`src/rtl/cond_ring_sequencer.sv`:
```
// ---------------------------------------------------------------------------
// cond_ring_sequencer
//
// Ring sequencer over N_STATES steps. Each step waits for its own advance
// condition a[current index] and then moves one position forward or backward
// around the ring. If a step stays enabled without advancing for TIMEOUT
// consecutive cycles, the sequencer parks in FAULT. Only clr or rst leave
// FAULT.
//
// Ports:
//   clk     - system clock, rising edge
//   rst     - asynchronous reset, active-high
//   en      - step enable; state and dwell counter hold while low
//   clr     - synchronous clear back to S0 (clears FAULT), ignores en
//   dir     - 0 = forward (i -> i+1), 1 = reverse (i -> i-1)
//   a       - per-state advance conditions; only a[current index] matters
//   y       - registered index of the current state
//   onehot  - registered one-hot of the current state, all zeros in FAULT
//   wrap    - registered one-cycle pulse on a ring wrap
//   fault   - registered, high while in FAULT
// ---------------------------------------------------------------------------
module cond_ring_sequencer #(
  parameter int N_STATES = 4,
  parameter int TIMEOUT  = 15,
  localparam int W  = ($clog2(N_STATES) < 1) ? 1 : $clog2(N_STATES),
  localparam int CW = ($clog2(TIMEOUT + 1) < 1) ? 1 : $clog2(TIMEOUT + 1)
) (
  input  logic                clk,
  input  logic                rst,
  input  logic                en,
  input  logic                clr,
  input  logic                dir,
  input  logic [N_STATES-1:0] a,
  output logic [W-1:0]        y,
  output logic [N_STATES-1:0] onehot,
  output logic                wrap,
  output logic                fault
);

  // Last ring index; wrap detection compares against this rather than relying
  // on natural overflow, so non-power-of-two rings stay in range.
  localparam logic [W-1:0] LAST_IDX = W'(N_STATES - 1);

  // Dwell count at which the next non-advancing cycle raises FAULT.
  localparam int TMO_M1 = (TIMEOUT > 0) ? (TIMEOUT - 1) : 0;
  localparam logic [CW-1:0] TMO_LAST = CW'(TMO_M1);

  typedef enum logic [0:0] {
    ST_RUN   = 1'b0,
    ST_FAULT = 1'b1
  } mode_t;

  mode_t         mode_r;
  logic [CW-1:0] dwell_r;

  logic          adv_s;
  logic [W-1:0]  next_idx_s;
  logic          wrap_s;
  logic          tmo_hit_s;

  // Decode a ring index into its one-hot pattern.
  function automatic logic [N_STATES-1:0] onehot_of(input logic [W-1:0] idx);
    logic [N_STATES-1:0] res;
    res = {N_STATES{1'b0}};
    for (int i = 0; i < N_STATES; i++) begin
      res[i] = (idx == W'(i));
    end
    return res;
  endfunction

  // Next-step decode: qualifying condition, target index, wrap and timeout hit.
  always_comb begin
    adv_s      = 1'b0;
    next_idx_s = y;
    wrap_s     = 1'b0;
    tmo_hit_s  = 1'b0;

    // onehot mirrors the current index in RUN and is zero in FAULT, so
    // masking a with it selects exactly a[current index].
    adv_s = |(a & onehot);

    if (dir) begin
      if (y == {W{1'b0}}) begin
        next_idx_s = LAST_IDX;
        wrap_s     = 1'b1;
      end else begin
        next_idx_s = y - W'(1);
        wrap_s     = 1'b0;
      end
    end else begin
      if (y == LAST_IDX) begin
        next_idx_s = {W{1'b0}};
        wrap_s     = 1'b1;
      end else begin
        next_idx_s = y + W'(1);
        wrap_s     = 1'b0;
      end
    end

    if (TIMEOUT != 0) begin
      tmo_hit_s = (dwell_r == TMO_LAST);
    end else begin
      tmo_hit_s = 1'b0;
    end
  end

  // Sequencer FSM: priority rst > clr > advance > timeout > hold.
  always_ff @(posedge clk or posedge rst) begin
    if (rst) begin
      mode_r  <= ST_RUN;
      y       <= {W{1'b0}};
      onehot  <= onehot_of({W{1'b0}});
      wrap    <= 1'b0;
      fault   <= 1'b0;
      dwell_r <= {CW{1'b0}};
    end else if (clr) begin
      mode_r  <= ST_RUN;
      y       <= {W{1'b0}};
      onehot  <= onehot_of({W{1'b0}});
      wrap    <= 1'b0;
      fault   <= 1'b0;
      dwell_r <= {CW{1'b0}};
    end else begin
      case (mode_r)
        ST_RUN: begin
          wrap <= 1'b0;
          if (en) begin
            if (adv_s) begin
              y       <= next_idx_s;
              onehot  <= onehot_of(next_idx_s);
              wrap    <= wrap_s;
              dwell_r <= {CW{1'b0}};
            end else if (TIMEOUT != 0) begin
              if (tmo_hit_s) begin
                // y keeps the index of the step that timed out.
                mode_r  <= ST_FAULT;
                fault   <= 1'b1;
                onehot  <= {N_STATES{1'b0}};
                dwell_r <= {CW{1'b0}};
              end else begin
                dwell_r <= dwell_r + CW'(1);
              end
            end else begin
              dwell_r <= {CW{1'b0}};
            end
          end else begin
            // Disabled: everything holds, including the dwell count.
            dwell_r <= dwell_r;
          end
        end
        ST_FAULT: begin
          // Parked until clr or rst; en, dir and a are ignored.
          wrap  <= 1'b0;
          fault <= 1'b1;
        end
        default: begin
          mode_r  <= ST_FAULT;
          fault   <= 1'b1;
          onehot  <= {N_STATES{1'b0}};
          wrap    <= 1'b0;
          dwell_r <= {CW{1'b0}};
        end
      endcase
    end
  end

endmodule

```
`config.mk`:
```
export PLATFORM = sky130hd
export DESIGN_NAME = cond_ring_sequencer
export DESIGN_NICKNAME = d
export VERILOG_FILES = /design/src/rtl/cond_ring_sequencer.sv
export SDC_FILE = /design/constraint.sdc
export NUM_CORES = 1
export LEC_CHECK = 0
export CAP_MARGIN = 25
export CORE_AREA = 3 3 50 52
export CTS_BUF_LIST = sky130_fd_sc_hd__clkbuf_4
export DETAILED_ROUTE_END_ITERATION = 8
export DIE_AREA = 0 0 53 55
export GPL_ROUTABILITY_DRIVEN = 0
export PLACE_DENSITY_LB_ADDON = 0.05
export SYNTH_ARGS = -nofsm -noshare
export SYNTH_HDL_FRONTEND = slang
export SYNTH_SLANG_ARGS = --single-unit
```
`constraint.sdc`:
```
create_clock -name clk -period 1.38 [get_ports clk]
set_clock_uncertainty 0.05 [all_clocks]
set_input_delay 0.276 -clock clk [delete_from_list [all_inputs] [get_ports clk]]
set_output_delay 0.276 -clock clk [all_outputs]
set_load 0.01 [all_outputs]
```
* Word-level counts from Yosys, hierarchy flattened
Cells that the tools add are included.
** Word-level totals
- Register bits after elaboration :: 13
- Input port bits :: 9
- Output and inout port bits :: 8
- Word-level logic and storage cells :: 64
** Cells by class
- $add $sub $neg :: 3
- Eq/ne operators :: 9
- Multiplexer cells :: 34
- Bitwise gates (word level) :: 2
- Reduce and logical (&&, ||, !) cells :: 10
** Operators by type and width (number)
- 4-bit two-way mux :: 10
- 1-bit two-way mux :: 15
- 2-bit two-way mux :: 7
- 3-bit != test, second input constant :: 3
- 3-bit AND reduction :: 3
- 2-bit equality test, second input constant :: 3
- 4-bit by 1-bit adder with 4-bit output, second input constant :: 1
- 4-bit bitwise AND :: 1
- 4-bit equality test, second input constant :: 1
- 2-bit logical NOT :: 2
- 1-bit case mux with 2 select lines :: 2
- 2-bit nonzero test :: 2
- 4-bit OR reduction :: 1
- 3-bit nonzero test :: 1
- 2-bit by 1-bit adder with 2-bit output, second input constant :: 1
- 2-bit by 1-bit equality test with 1-bit output, second input constant :: 1
- 2-bit != test, second input constant :: 1
- 2-bit AND reduction :: 1
- 2-bit by 1-bit subtractor with 2-bit output, second input constant :: 1
- 1-bit inverter :: 1

* Depth between registers and ports, before layout
Gate-level depths: netlist of the first run.
- Word-level depth :: 8
- Mapped depth :: 6

* Worst setup path before layout of the first run
OpenSTA, ideal clock, no wires.
- Kind :: register -> register
- Start point :: reg y[0]
- End point :: reg onehot[0]
- Library setup time :: 83 ps
- Arrival :: 1412 ps
- Data required time :: 1247 ps
- Path slack :: -166 ps
- Stages on the path, launching flop included :: 6
- Clock period less this slack :: 1546 ps
- Cells stage by stage :: dfrtp_1 > inv_1 > ha_1 > xor2_1 > nor2_1 > a221o_1
** On the way
- Word-level cells in the longest chain between the ends :: 8
- Elaborated cells between the ends (all ways) :: 12
- Classes of those cells :: add/sub: 2; eq/ne: 1; mux: 7; reduce/logical: 2
** Ends and longest elaborated chain
- start: declaration :: RTL line 34 : output logic [W-1:0] y,
- start signal: assignment :: RTL line 111 : y <= {W{1'b0}};
- start signal: assignment :: RTL line 118 : y <= {W{1'b0}};
- start signal: assignment :: RTL line 129 : y <= next_idx_s;
- 2-bit by 1-bit adder with 2-bit output (tied with other cells) :: RTL line 95 : next_idx_s = y + W'(1);
- 2-bit two-way mux (on tied branches) :: RTL line 91, 83
- 2-bit two-way mux * :: RTL line 82 : if (dir) begin
- 2-bit logical NOT * :: RTL line 66 : res[i] = (idx == W'(i));
- 4-bit two-way mux * :: RTL line 128 : if (adv_s) begin
- 4-bit two-way mux * :: RTL line 127 : if (en) begin
- 4-bit two-way mux * :: RTL line 124 : case (mode_r)
- 4-bit two-way mux * :: RTL line 116 : end else if (clr) begin
- end signal: assignment :: RTL line 119 : onehot <= onehot_of({W{1'b0}});
- end signal: assignment :: RTL line 130 : onehot <= onehot_of(next_idx_s);
- end signal: assignment :: RTL line 138 : onehot <= {N_STATES{1'b0}};
- end: declaration :: RTL line 35 : output logic [N_STATES-1:0] onehot,
Mark *: on every way between the ends. The rest lies on a longest branch, timed or not. The select of a mux whose other input is x is not followed.
A chain may end at the register's enable or synchronous reset.

* Final worst setup path of the first run
Ends and elaborated chain as after synthesis.

==> results of run 1 <==
metrics by stage:
| stage | area [µm²] | instances | TNS (ps) | utilization (%) |
|---|---|---|---|---|
| floorplan | 758.2 | 68 | -5.242 | - |
| detailed placement | 1091 | 130 | -3393 | 50.79 |
| global placement | 1091 | 130 | -3159 | 50.79 |
| global route | 1296 | 144 | -875.6 | 60.34 |
| finish | 1296 | 144 | -339.1 | 60.34 |
| CTS | 1211 | 143 | -422.2 | 56.38 |
placed cells by master, fill, tap and decap left out, types with 2 or more instances in the layout:
cell type	synthesis	layout
buf_4	0	25
dfrtp_1	12	11
clkdlybuf4s50_1	0	7
buf_6	0	7
nand2_1	5	5
nor2_1	6	4
clkbuf_4	0	4
dlygate4sd2_1	0	4
nor2b_4	1	3
a32o_1	3	3
inv_1	6	3
a22oi_4	2	2
o21ai_2	0	2
inv_4	0	2
ha_4	0	2
repair_timing:
item                                    in CTS  in global routing
buffers inserted                            10                  2
resized for setup                           27                 19
endpoints found under the setup margin      16                 16
pin swaps                                    8                  5
path summary, 6_finish.rpt:
path | from | to | slack (ps) | cells past startpoint
max | y[0] | onehot[0] | -100 | 6
min | rst | wrap | 250 | 3
max reg2reg | y[0] | onehot[0] | -100 | 6
min reg2reg | fault | fault | 480 | 2
max in group asynchronous | rst | onehot[0] | 800 | 3
min in group clk | fault | fault | 480 | 2
worst min-delay path, delay by kind of cell:
| kind | cells | cell delay (ps) |
|---|---|---|
| buffers and inverters | 3 | 670 |
cell families (layout without fill, tap and decap cells):
kind of cell / Yosys count / count (layout) / synth area share, %
xor+xnor: 2 / 2 / 2.410
fa+ha+maj: 4 / 4 / 6.885
simple gates: 21 / 21 / 14.97
flops: 13 / 13 / 44.92
compound gates: 21 / 21 / 27.02
buf+inv: 7 / 55 / 3.786
sequential cells by signal, indices dropped and copies added, names as in the netlist:
signal,flops
dwell_r,4
onehot,4
y,2
fault,1
mode_r,1
wrap,1
where the power goes:
| group | internal, mW | switching, mW |
|---|---|---|
| logic | 0.242 | 0.188 |
| clock network | 0.132 | 0.134 |
| registers | 0.407 | 0.0202 |
| total | 0.781 | 0.343 |
per-layer routing:
metal,GRT usage [%],wire length (µm),vias to the layer above
met1,16.47,747,335
met2,27.69,1016,8
li1,-,-,345
met4,7.660,48,0
met3,2.681,49,4
met5,0,0,-
layout make-up:
class	instances	area share (%)
repair buffers	45	29.83
clock buffers	4	2.317
inverters	6	2.124
flip-flops and latches	13	25.29
multi-input cells	48	37.74
well taps	28	2.703
==> results.toml, run 1 <==
[status]
status = "finished, violations left"
violations = "setup timing"

[critical_path]
cp.arrival_ps = 1640
startpoint_type = "flop"
slowest_delay_ps = 410
crit_chain = "buf_6, ha_4, nor2b_4, a21oi_4, nor2_1, a221o_1"
cp_num_buf_inv = 1
cp_top_family = "compound AO/OA/AOI/OAI gates"
critical_path_required_ps = 1540
slowest_stage = "dfrtp_2"
crit_fanout = 3
critPathKind = "reg2reg"
critPathCaptureType = "flop"

[layout]
fillers = 187
fin_nets = 130
multi_input_area_um2 = 489.2
seq_area_um2 = 327.8
diodes = 0
drive_gt1_share_pct = 55.17
area_growth_pct = 78.31

[power_and_ir_drop]
p_leak_nw = 0.6345
finalPower_mw = 1.124
peakVddDrop_mv = 0.8212
powerDensity_nw_per_um2 = 867.4

[logic_synthesis]
syn_area_um2 = 726.9
synth_edf_count = 0
synth_ff_type = "dfrtp_1"
synth.most_common_cell = "dfrtp_1"
synth.area.top_cells = "dfrtp_1 41%, ha_1 6.9%, a22oi_4 5.9%"
syn_area_per_cell_um2 = 10.69
syn_nets = 81
synth_warnings = 0
synth_cells = 68
ys_types = 31
synth_area_leader_cell = "dfrtp_1"
synthArstFlopShare_pct = 100.0
seq_area_frac_synth_pct = 44.92
ys_ff_latch = 13
synth_top_area_share_pct = 41.31
synthTopCellsByCount = "12 x dfrtp_1, 6 x inv_1, 6 x nor2_1"

[worst_hold_path]
min_path_type = "in2async"

[sta]
fin_hold_ws_ps = 246.0
post-route-min-period_ps = 1478
tightest_slew_ps = 242.9
maxSlewViolCount = 0
fin_ws_ps = -98.48
timing.final.crit_share_pct = 107.1
max_freq_mhz = 676.4
hold_violations = 0
timing.slew.headroom_pct = 83.75
rsz0062_at_grt = "yes"
setup_violations = 5

[die]
rows = 17
num_io_pins = 17
start_util_pct = 33.84
die_height_um = 55
die-width_um = 53
core_um2 = 2148
die_area_um2 = 2915

[clocking]
numCtsBuffers = 3
clkTransAtPathRegs_ps = 90
insertion_delay_ps = 280
htree_levels = 1
hold_buffers = 0
clock_path_buffers = 2
cts_tree = "yes"
cts_root_buffer = "clkbuf_4"
clock_sinks = 13

[global_routing]
grt-ovfl-total = 0
grt_pass1_wl_um = 3111
antenna_found_initial = 0
grtUsageTotal_pct = 15.00
first_global_vias = 718
grt_max_degree = 14

[flow_run]
maxCapViolCount = 0

[detailed_routing]
viasPerCell = 4.806
drc = 0
vias = 692
wl_um = 1862
routedWlPerCell_um = 12.93
drt-pass1-iter-count = 4
drtIter0Drc = 8
ant_nets = 0

[place]
dp_slack_ps = -331.7
post-dp-hpwl_um = 1358
numPortBuffers = 16
No activity file was read; power rests on OpenSTA's default activity.
==> run 2, diff against run 1 <==
Settings changed: CAP_MARGIN 25 to 10, CORE_AREA 3 3 50 52 to 4 4 51 53, CTS_CLUSTER_SIZE set to 14, DIE_AREA 0 0 53 55 to 0 0 55 57.
==> run 2 against run 1 <==
Against the previous run: sequential share of layout area grew 1.4 points; flip-flop and latch count unchanged; clock-buffer cell count did not move; sequential power is essentially flat; routed wire length decreased by 0.38%; largest cell class unchanged; non-clock buffer count decreased by 2; the flow still finishes with violations (setup timing).
==> results.toml, run 2 (synthesis results as in run 1) <==
[status]
status = "finished, violations left"
violations = "setup timing"

[global_routing]
grt_pass1_wl_um = 3029
antenna_found_initial = 0
first_global_vias = 706
use_met1_pct = 14.82
grtUsageTotal_pct = 13.31
grt-ovfl-total = 0
grt_max_degree = 14
grt-busiest-layer = "met2"
grt_use_met2_pct = 23.48
use_met3_pct = 2.350

[sta]
max_freq_mhz = 675.5
setup_tns_ps = -391.0
rsz0062_at_grt = "yes"
fin_hold_ws_ps = 245.4
timing.final.crit_share_pct = 107.3
hold_violations = 0
tightest_slew_ps = 237.6
post-route-min-period_ps = 1480
fin_ws_ps = -100.5
timing.slew.headroom_pct = 83.95
maxSlewViolCount = 0
setup_violations = 6

[clocking]
cts_tree = "yes"
clock_path_buffers = 2
clkTransAtPathRegs_ps = 80
cts_root_buffer = "clkbuf_4"
numCtsBuffers = 3
hold_buffers = 0
clock_sinks = 13
insertion_delay_ps = 270
htree_levels = 1

[layout]
final_area_um2 = 1229
reg.largest.list = "dwell_r: 4 flops, onehot: 4 flops, y: 2 flops"
diodes = 0
multi_input_area_um2 = 457.9
fillers = 205
postLayoutCoreUtil_pct = 57.19
fin_cells = 142
area_growth_pct = 69.02
final_cell_mix = "26 x buf_4, 11 x dfrtp_1, 8 x clkdlybuf4s50_1"
seq_area_um2 = 327.8
fin_nets = 128
drive_gt1_share_pct = 51.75
final_common_cell = "buf_4"

[power_and_ir_drop]
p_switching_mw = 0.3208
switching_share_pct = 29.83
powerDensity_nw_per_um2 = 875.3
comb_power_share_pct = 36.5
peakVddDrop_mv = 0.4693
p_int_mw = 0.7547
p_leak_nw = 0.6218
sequentialPowerShare_pct = 39.6
finalPower_mw = 1.075
p_clk_share_pct = 23.8

[critical_path]
worstRegToRegCells = 5
cp.arrival_ps = 1590
slowest_stage = "dfrtp_1"
cp_num_buf_inv = 1
startpoint_type = "flop"
critPathKind = "reg2reg"
critical_path_required_ps = 1490
critPathCaptureType = "flop"
ff2ff_setup_slack_ps = -100
crit_fanout = 4
slowest_delay_ps = 390
worstReg2RegEnd = "onehot[2]"
cp_top_family = "compound AO/OA/AOI/OAI gates"
r2r-start = "onehot[2]"
crit_chain = "buf_6, a22oi_4, a21boi_4, and2b_2, a32o_1"

[detailed_routing]
drc = 0
wl_um = 1855
drt-pass1-iter-count = 4
vias = 707
routedWlPerCell_um = 13.06
drtIter0Drc = 10
ant_nets = 0
viasPerCell = 4.979

[flow_run]
maxCapViolCount = 0

[place]
dp_slack_ps = -329.7
placed_cells = 130
post-dp-hpwl_um = 1370
numPortBuffers = 16
placed_cell_area_um2 = 1091

[die]
die_area_um2 = 3135
die-width_um = 55
die_height_um = 57
start_util_pct = 33.84
rows = 17
num_io_pins = 17
core_um2 = 2148

[worst_hold_path]
min_path_type = "in2async"
-- run 2: cell count changes in the layout (fill, tap and decap cells not counted), sizes merged --
| cell | delta |
|---|---|
| buf | -4 |
| clkdlybuf4s50 | +1 |
| clkbuf | +1 |
-- run 2: worst register-to-register path, stage by stage, from the launching register on --
cell and delay, ps:
dfrtp_1 390, buf_6 130, a22oi_4 260, a21boi_4 90
and2b_2 230, a32o_1 220
-- run 2: power groups by stage --
stage / logic (mW) / clock network [mW] / registers, mW
finish: 0.393 / 0.256 / 0.426
global route: 0.427 / 0.296 / 0.429
CTS: 0.348 / 0.270 / 0.426
detailed placement: 0.328 / 0 / 0.441
global placement: 0.327 / 0 / 0.441
floorplan: 0.147 / 0 / 0.450
-- run 2: worst max path at each step --
| stage | start | endpoint | slack (ps) | cells after the start |
|---|---|---|---|---|
| 2_1_floorplan | y[1] | onehot[0] | -5 | 5 |
| 5_1_grt | onehot[2] | onehot[3] | -160 | 5 |
| 3_5_place_dp | a[2] | onehot[2] | -330 | 5 |
| 3_3_place_gp | dir | onehot[0] | -310 | 5 |
| 6_report | onehot[2] | onehot[2] | -100 | 5 |
| 4_1_cts | onehot[2] | onehot[2] | -80 | 5 |
-- run 2: area by class of cell --
class / instances / area share [%]
clock buffer: 4 / 2.444
inverter: 6 / 2.037
multi-input combinational: 48 / 37.27
sequential: 13 / 26.68
tap: 28 / 2.851
timing repair buffer: 43 / 28.72
-- run 2: timing repair --
| item | 4_1_cts | 5_1_grt |
|---|---|---|
| setup endpoints to repair | 16 | 15 |
| resized for setup | 13 | 17 |
| buffers inserted | 4 | 4 |
| pin swaps | 4 | 8 |
-- run 2: per-layer routing --
metal	wire [µm]	share of wire, %
met4	25	1.3
met2	1014	55
met1	764	41
met5	0	0
met3	50	2.7
==> run 3, diff against run 2 <==
Settings changed: GPL_TIMING_DRIVEN set to 0.
==> run 3 against run 2 <==
Against the previous run: the run still ends with setup timing left; global-route usage up 0.16 points; core utilization down 1.9 points; clock power down 2%; sequential power up 2%; total power down 2.2%; routed wire length up 0.43%; non-clock buffer count down 14; setup slack better by 23 ps; fmax up 1.6%; first-iteration DRC count down 50%; final cell count down 9.9%; critical path type is now in2reg; critical endpoint is now onehot[3]; largest power group unchanged.
==> results.toml, run 3 (synthesis results as in run 1) <==
[status]
status = "finished, violations left"
violations = "setup timing"

[global_routing]
grt_max_degree = 14
first_global_vias = 656
grt_pass1_wl_um = 3008
antenna_found_initial = 0
grtUsageTotal_pct = 13.46
grt-ovfl-total = 0

[sta]
maxSlewViolCount = 0
timing.slew.headroom_pct = 64.27
fin_hold_ws_ps = 269.5
fin_ws_ps = -77.82
tightest_slew_ps = 535.3
hold_violations = 0
post-route-min-period_ps = 1458
max_freq_mhz = 686.0
rsz0062_at_grt = "yes"
timing.final.crit_share_pct = 105.6
setup_violations = 6

[clocking]
cts_root_buffer = "clkbuf_4"
clock_sinks = 13
hold_buffers = 0
cts_tree = "yes"
clock_path_buffers = 2
clkTransAtPathRegs_ps = 90
numCtsBuffers = 3
insertion_delay_ps = 290
htree_levels = 1

[detailed_routing]
ant_nets = 0
drtIter0Drc = 5
vias = 650
drc = 0
drt-pass1-iter-count = 3
wl_um = 1863
viasPerCell = 5.078
routedWlPerCell_um = 14.55

[critical_path]
slowest_delay_ps = 440
critPathCaptureType = "flop"
startpoint_type = "input port"
slowest_stage = "clkdlybuf4s50_1"
cp_num_buf_inv = 1
critPathKind = "in2reg"
r2r-start = "onehot[2]"
startpoint = "a[0]"
cp_top_family = "compound AO/OA/AOI/OAI gates"
critical_path_required_ps = 1510
crit_chain = "clkdlybuf4s50_1, a22oi_4, a21boi_4, and2b_2, a32o_1"
cp.arrival_ps = 1590
crit_fanout = 5

[layout]
diodes = 0
final_cell_mix = "11 x dfrtp_1, 9 x buf_4, 7 x dlygate4sd2_1"
fin_nets = 114
drive_gt1_share_pct = 47.00
reg.largest.list = "dwell_r: 4 flops, onehot: 4 flops, y: 2 flops"
final_area_um2 = 1187
area_growth_pct = 63.34
final_common_cell = "dfrtp_1"
fillers = 220

[die]
die_height_um = 57
die-width_um = 55
rows = 17
start_util_pct = 33.84
num_io_pins = 17
die_area_um2 = 3135
core_um2 = 2148

[flow_run]
maxCapViolCount = 0

[power_and_ir_drop]
peakVddDrop_mv = 0.7173
powerDensity_nw_per_um2 = 886.1
p_leak_nw = 0.5727

[place]
post-dp-hpwl_um = 1194
numPortBuffers = 15
dp_slack_ps = -417.2
placed_cell_area_um2 = 943.4

[worst_hold_path]
min_path_type = "in2async"
==> run 3: changes by cell type in the layout (fill, tap and decap cells not counted), sizes merged <==
cell	before	now
clkbuf	6	3
buf	28	14
clkdlybuf4s50	8	5
dlymetal6s2s	0	1
clkdlybuf4s15	1	2
dlygate4sd2	4	7
clkinv	0	1
==> run 3: metrics by stage <==
stage	util (%)	std cells	power, mW	TNS [ps]
finish	55.27	128	1.052	-292.5
CTS	52.82	127	1.039	-261.0
floorplan	-	68	0.5977	-5.242
global route	55.27	128	1.122	-780.1
global placement	43.91	111	0.6958	-3746
detailed placement	43.91	111	0.6986	-3846
==> run 3: report_power, final <==
part           switching, mW  internal, mW  leakage, nW
registers             0.0260         0.407        0.174
logic                  0.174         0.193        0.381
clock network          0.144         0.108       0.0177
total                  0.345         0.708        0.573
==> run 3: worst paths after layout <==
kind	slack, ps	cells after the start	endpoint
worst max-delay path	-80	5	onehot[3]
worst min-delay path	270	2	wrap
worst max register to register	-50	4	onehot[3]
worst min register to register	490	2	fault
max in group asynchronous	630	2	y[0]
min in group clk	280	2	fault
==> run 3: final cells by class <==
cell class / instances / area (µm²) / share of cell area, %
Inverter: 6 / 22.52 / 1.897
Sequential cell: 13 / 327.8 / 27.61
Clock inverter: 1 / 5.005 / 0.4215
Multi-Input combinational cell: 48 / 503.0 / 42.36
Tap cell: 28 / 35.03 / 2.950
Timing Repair Buffer: 28 / 266.5 / 22.44
Clock buffer: 3 / 22.52 / 1.897
Buffer: 1 / 5.005 / 0.4215
==> run 3: repair_timing <==
| item | CTS | global route |
|---|---|---|
| endpoints found under the setup margin | 20 | 14 |
| resized for setup | 23 | 13 |
| buffers inserted | 14 | 1 |
| pin swaps | 12 | 10 |
==> run 3: routing by layer <==
metal,global-route usage (%),part of all wire (%)
met5,0,0
met4,4.167,0.75
met3,5.744,3.9
met2,22.97,60
met1,14.66,35
